### config.mk
export PLATFORM = sky130hd
export DESIGN_NAME = obf_key_loader
export DESIGN_NICKNAME = d
export VERILOG_FILES = /design/src/rtl/obf_key_pkg.sv /design/src/rtl/key_word_buffer.sv /design/src/rtl/obf_key_loader.sv
export SDC_FILE = /design/constraint.sdc
export NUM_CORES = 2
export LEC_CHECK = 0
export ABC_CLOCK_PERIOD_IN_PS = 7900
export CAP_MARGIN = 5
export CELL_PAD_IN_SITES_DETAIL_PLACEMENT = 0
export CELL_PAD_IN_SITES_GLOBAL_PLACEMENT = 1
export CORE_AREA = 4 4 613 615
export CTS_BUF_LIST = sky130_fd_sc_hd__clkbuf_16
export CTS_CLUSTER_SIZE = 25
export DETAILED_ROUTE_END_ITERATION = 7
export DIE_AREA = 0 0 617 619
export PLACE_DENSITY = 0.45
export RECOVER_POWER = 50
export SETUP_SLACK_MARGIN = 0.02
export SYNTH_ARGS = -nofsm -noshare
export SYNTH_HDL_FRONTEND = slang
export SYNTH_HIERARCHICAL = 1
export SYNTH_SLANG_ARGS = --single-unit
### constraint.sdc
create_clock -name ap_clk -period 7.9 [get_ports ap_clk]
set_input_delay 1.58 -clock ap_clk [delete_from_list [all_inputs] [get_ports ap_clk]]
set_output_delay 1.58 -clock ap_clk [all_outputs]
set_load 0.02 [all_outputs]
### src/rtl/obf_key_pkg.sv
// Shared types and sizing helpers for the obfuscated-core key loader.
package obf_key_pkg;

   typedef enum logic [1:0] {
      S_EMPTY = 2'd0,
      S_ARMED = 2'd1,
      S_START = 2'd2,
      S_WAIT  = 2'd3
   } state_t;

   function automatic int nwords(input int key_w, input int word_w);
      return (key_w + word_w - 1) / word_w;
   endfunction

   function automatic int last_bits(input int key_w, input int word_w);
      return key_w - (nwords(key_w, word_w) - 1) * word_w;
   endfunction

   function automatic int idx_w(input int key_w, input int word_w);
      return (nwords(key_w, word_w) > 1) ? $clog2(nwords(key_w, word_w)) : 1;
   endfunction

endpackage

### src/rtl/key_word_buffer.sv
// Word-addressed key register; the top word keeps only its low LAST_BITS bits.
module key_word_buffer
   import obf_key_pkg::*;
#(
   parameter int KEY_W  = 1535,
   parameter int WORD_W = 32,
   localparam int NW    = nwords(KEY_W, WORD_W),
   localparam int LB    = last_bits(KEY_W, WORD_W),
   localparam int IW    = idx_w(KEY_W, WORD_W)
) (
   input  logic              clk,
   input  logic              rst,
   input  logic              clr,
   input  logic              we,
   input  logic [IW-1:0]     idx,
   input  logic [WORD_W-1:0] data,
   output logic [KEY_W-1:0]  key
);

   for (genvar i = 0; i < NW; i++) begin : g_word
      localparam int BW = (i == NW - 1) ? LB : WORD_W;
      logic [BW-1:0] word_q;

      always_ff @(posedge clk) begin
         if (rst || clr)
            word_q <= '0;
         else if (we && idx == IW'(i))
            word_q <= data[BW-1:0];
      end

      assign key[i*WORD_W +: BW] = word_q;
   end

endmodule

### src/rtl/obf_key_loader.sv
// Streams the working key into a register, then sequences ap_ctrl_hs runs of the locked core.
module obf_key_loader
   import obf_key_pkg::*;
#(
   parameter int KEY_W  = 1535,
   parameter int WORD_W = 32,
   parameter int CNT_W  = 16
) (
   input  logic              ap_clk,
   input  logic              ap_rst,
   input  logic              key_valid,
   input  logic [WORD_W-1:0] key_data,
   output logic              key_ready,
   input  logic              key_clear,
   input  logic              run_req,
   output logic              run_err,
   output logic              run_done,
   output logic [CNT_W-1:0]  run_count,
   output logic              key_loaded,
   output logic              busy,
   output logic [KEY_W-1:0]  working_key,
   output logic              core_start,
   input  logic              core_ready,
   input  logic              core_done,
   input  logic              core_idle
);

   localparam int NW = nwords(KEY_W, WORD_W);
   localparam int IW = idx_w(KEY_W, WORD_W);

   state_t          state, state_nx;
   logic [IW-1:0]   idx;
   logic [KEY_W-1:0] key_q;
   logic            accept, last_word, finish, clr_key;
   logic            unused_idle;

   assign unused_idle = core_idle;

   // a clear in the same cycle as a word discards that word
   assign accept    = (state == S_EMPTY) && key_valid && !key_clear;
   assign last_word = accept && (idx == IW'(NW - 1));
   assign clr_key   = key_clear && ((state == S_EMPTY) || (state == S_ARMED));
   assign finish    = ((state == S_START) && core_ready && core_done) ||
                      ((state == S_WAIT) && core_done);

   always_ff @(posedge ap_clk) begin
      if (ap_rst) state <= S_EMPTY;
      else        state <= state_nx;
   end

   always_comb begin
      state_nx = state;
      case (state)
         S_EMPTY: if (last_word) state_nx = S_ARMED;
         S_ARMED: begin
            if (key_clear)    state_nx = S_EMPTY;
            else if (run_req) state_nx = S_START;
         end
         S_START: if (core_ready) state_nx = core_done ? S_ARMED : S_WAIT;
         S_WAIT:  if (core_done)  state_nx = S_ARMED;
         default: state_nx = S_EMPTY;
      endcase
   end

   always_comb begin
      key_ready  = (state == S_EMPTY);
      key_loaded = (state != S_EMPTY);
      busy       = (state == S_START) || (state == S_WAIT);
      core_start = (state == S_START);
   end

   always_ff @(posedge ap_clk) begin
      if (ap_rst || (key_clear && state == S_EMPTY) || last_word)
         idx <= '0;
      else if (accept)
         idx <= idx + 1'b1;
   end

   always_ff @(posedge ap_clk) begin
      if (ap_rst) begin
         run_err   <= 1'b0;
         run_done  <= 1'b0;
         run_count <= '0;
      end else begin
         run_err  <= (state == S_EMPTY) && run_req;
         run_done <= finish;
         if (finish) run_count <= run_count + 1'b1;
      end
   end

   key_word_buffer #(
      .KEY_W  (KEY_W),
      .WORD_W (WORD_W)
   ) u_buf (
      .clk  (ap_clk),
      .rst  (ap_rst),
      .clr  (clr_key),
      .we   (accept),
      .idx  (idx),
      .data (key_data),
      .key  (key_q)
   );

   // the partially assembled key never reaches the core
   assign working_key = key_loaded ? key_q : '0;

endmodule

==> impl_metrics.tcl <==
set metrics [dict create \
    postLayoutCoreUtil_pct 25.1 \
    antenna_found_initial 39 \
    synth.distinct_cells 45 \
    fp.dieH_um 619 \
    r2r_cells 10 \
    place_hpwl_um 242000 \
    cts_root_buf "clkbuf_16" \
    timing.rr.start "state[0]$_SDFFE_PP0P_" \
    synth_top_area_share_pct 47.2 \
    hold_class "flip-flop to flip-flop" \
    die_area_mm2 0.382 \
    cts_tree "yes" \
    insertion_delay_ns 0.90 \
    cp.arrival_ns 4.77 \
    ant_nets 0 \
    drv_cap 43 \
    grt_max_degree 177 \
    cts.clk_slew.worst_paths_ns 0.06 \
    io_buffers 1595 \
    drcViolationCount 0 \
    synthAdderAreaFrac_pct 0.114 \
    final.setup.tns_ns 0 \
    synthMuxAreaShare_pct 23.2 \
    drt-initial-drc-count 3044 \
    postCtsHoldBufs 0 \
    period_share_pct 80.4 \
    cts_max_path_buffers 4 \
    violations "capacitance limit, slew limit" \
    synth.avg_cell_area_um2 9.39 \
    synth_compound_area_share_pct 0.301 \
    yosys.area_share.simple_pct 24.5 \
    setup_violations 0 \
    grt_util_all_layers_pct 18.2 \
    relSlewSlack_pct -154 \
    synth_nets 7091 \
    row_count 224 \
    r2r_slack_ns 1.57 \
    cp-startpoint "state[0]$_SDFFE_PP0P_" \
    firstDrtPassIters 7 \
    grt_pass1_wl_um 485000 \
    mappedNetlistArea_mm2 0.0661 \
    fin_worst_skew_ns 0.0555 \
    drive_above_1_share_pct 5.20 \
    min_period_ns 6.35 \
    cp.required_ns 6.32 \
    area_growth_syn_to_layout_pct 40.6 \
    timing.final.ws_setup_ns 1.55 \
    fmax_mhz 157 \
    rsz0062_at_grt "false" \
    numCtsBuffers 203 \
    synth_top_family_by_area "simple AND/OR/NAND/NOR gates" \
    routabilityCongestion 0.784 \
    grt_overflow 0 \
    timing.rr.end "u_buf/g_word[18].word_q[24]$_SDFFE_PP0P_" \
    clkSinkCount 1561 \
    synthArstFlopShare_pct 0 \
    synth_flop_cell "dfxtp_1" \
    synth-edff-count 0 \
    synth_xor_area_share_pct 0.132 \
    p_leak_nw 39.8 \
    vias 53200 \
    die_w_um 617 \
    ctsHtreeMaxLevel 4 \
    wl_per_cell_um 27.1 \
    vias_per_cell 3.96 \
    core_area_mm2 0.371 \
    synth_area_leaders "dfxtp_1 (47%), mux2i_1 (23%), nor2b_1 (15%)" \
    postCtsSetupRepairBufs 0 \
    finalHoldViolCount 0 \
    ys_warn_count 6 \
    ys_seq_elements 1561 \
    initial_core_util_pct 17.8 \
    first_global_vias 54200 \
    syn_inst 7045 \
    worst_pin_slew_ns 3.81 \
    crit_path_end "working_key[763]" \
    finalNetCount 8347 \
    synth_top_cell_by_area "dfxtp_1" \
    drv_slew 1374 \
    peakVddDrop_uv 157 \
    dp_slack_ns 2.49 \
    start_kind "flip-flop" \
    cp_max_fo 74 \
    power_density_mw_per_mm2 193 \
    yosysMostFrequentCell "nand2_1" \
    postCtsResizedCells 0 \
    io_pins 1597 \
    end_kind "primary output" \
    yosysSeqAreaShare_pct 47.2 \
    wirelength_um 365000 \
    status "complete, but fails checks" \
    worstSetupPathType "flip-flop to primary output" \
    fin_total_pwr_mw 17.9 \
    synth_common_cells "nand2_1 (1624), dfxtp_1 (1561), nor2b_1 (1536)" \
]
-- state kept, by name, indices dropped and copies added (netlist names) --
| name | flops |
|---|---|
| idx | 6 |
| run_count | 16 |
| run_done | 1 |
| run_err | 1 |
| state | 2 |
| u_buf/g_word.word_q | 1535 |
-- cells in the final DEF, fill, tap and decap left out, types with 3 or more instances in the layout --
| cell type | count |
|---|---|
| dfxtp_1 | 1561 |
| clkdlybuf4s50_1 | 1561 |
| nand2_1 | 1549 |
| nor2b_1 | 1536 |
| mux2i_1 | 1535 |
| clkbuf_16 | 205 |
| inv_1 | 67 |
| buf_4 | 65 |
| clkinv_1 | 51 |
| nand2_4 | 38 |
| nand2_2 | 37 |
| dlygate4sd3_1 | 34 |
| clkinv_2 | 27 |
| clkbuf_1 | 24 |
| diode_2 | 19 |
| clkbuf_2 | 17 |
| a21oi_1 | 15 |
| buf_12 | 14 |
| nor2_1 | 13 |
| bufinv_16 | 11 |
| o21ai_0 | 9 |
| or3_1 | 8 |
| nand3_1 | 6 |
| xor2_1 | 6 |
| ha_1 | 6 |
| inv_6 | 6 |
| xnor2_1 | 4 |
| nand4_1 | 4 |
| clkinv_16 | 4 |
| nor4b_2 | 4 |
| and4bb_1 | 4 |
| and4b_1 | 4 |
| o31ai_1 | 3 |
| and3_1 | 3 |
| nor3b_1 | 3 |
-- final cells by class --
cell class	count	area (um2)
inverter	9	33.8
clock inverter	161	1090
antenna	19	47.5
sequential	1561	31300
timing repair buffer	1715	16900
clock buffer	205	5130
multi-input combinational	4811	32300
tap	4972	6220
fill	39900	278000
-- stage by stage --
step / hold slack [ns] / cells / area (um2)
after floorplan: 0.430 / 7045 / 66100
after global placement: 0.440 / 13100 / 86900
after detailed placement: 0.444 / 13100 / 86900
after CTS: 0.454 / 13400 / 93100
after global routing: 0.470 / 13400 / 93000
final: 0.452 / 13500 / 93000
-- cell families after synthesis --
group,after synthesis
buf+inv,673
xor+xnor,10
compound gates,33
flops,1561
simple gates,3227
mux,1535
fa+ha+maj,6
-- worst min path at each step --
stage	start	end	slack (ns)	cells past startpoint
2_1_floorplan	u_buf/g_word[3].word_q[0]$_SDFFE_PP0P_	u_buf/g_word[3].word_q[0]$_SDFFE_PP0P_	0.43	2
3_5_place_dp	u_buf/g_word[3].word_q[5]$_SDFFE_PP0P_	u_buf/g_word[3].word_q[5]$_SDFFE_PP0P_	0.44	2
3_3_place_gp	u_buf/g_word[3].word_q[8]$_SDFFE_PP0P_	u_buf/g_word[3].word_q[8]$_SDFFE_PP0P_	0.44	2
4_1_cts	u_buf/g_word[3].word_q[5]$_SDFFE_PP0P_	u_buf/g_word[3].word_q[5]$_SDFFE_PP0P_	0.45	2
5_1_grt	u_buf/g_word[6].word_q[12]$_SDFFE_PP0P_	u_buf/g_word[6].word_q[12]$_SDFFE_PP0P_	0.47	2
6_report	u_buf/g_word[2].word_q[20]$_SDFFE_PP0P_	u_buf/g_word[2].word_q[20]$_SDFFE_PP0P_	0.45	2
-- worst max-delay path: stages (launching register included) --
cell             delay, ns
dfxtp_1               0.34
inv_1                 0.10
ha_1                  1.26
buf_4                 0.56
buf_4                 0.72
nor2b_1               0.18
clkdlybuf4s50_1       0.60
-- report_power, final --
| group | internal, mW | leakage, nW | switching (mW) | total [mW] |
|---|---|---|---|---|
| Combinational | 0.128 | 23.9 | 0.964 | 1.09 |
| Sequential | 7.88 | 12.6 | 0.00544 | 7.89 |
| Clock | 5.04 | 3.26 | 3.90 | 8.94 |
-- routing by layer --
layer | wire (um) | track usage (%) | vias to the layer above
met1 | 146000 | 21.2 | 26400
met3 | 24100 | 4.90 | 387
met4 | 13300 | 6.04 | 0
met2 | 181000 | 32.1 | 1371
li1 | - | - | 25100
met5 | 0 | 0 | -
(Power assumes the default switching activity.)
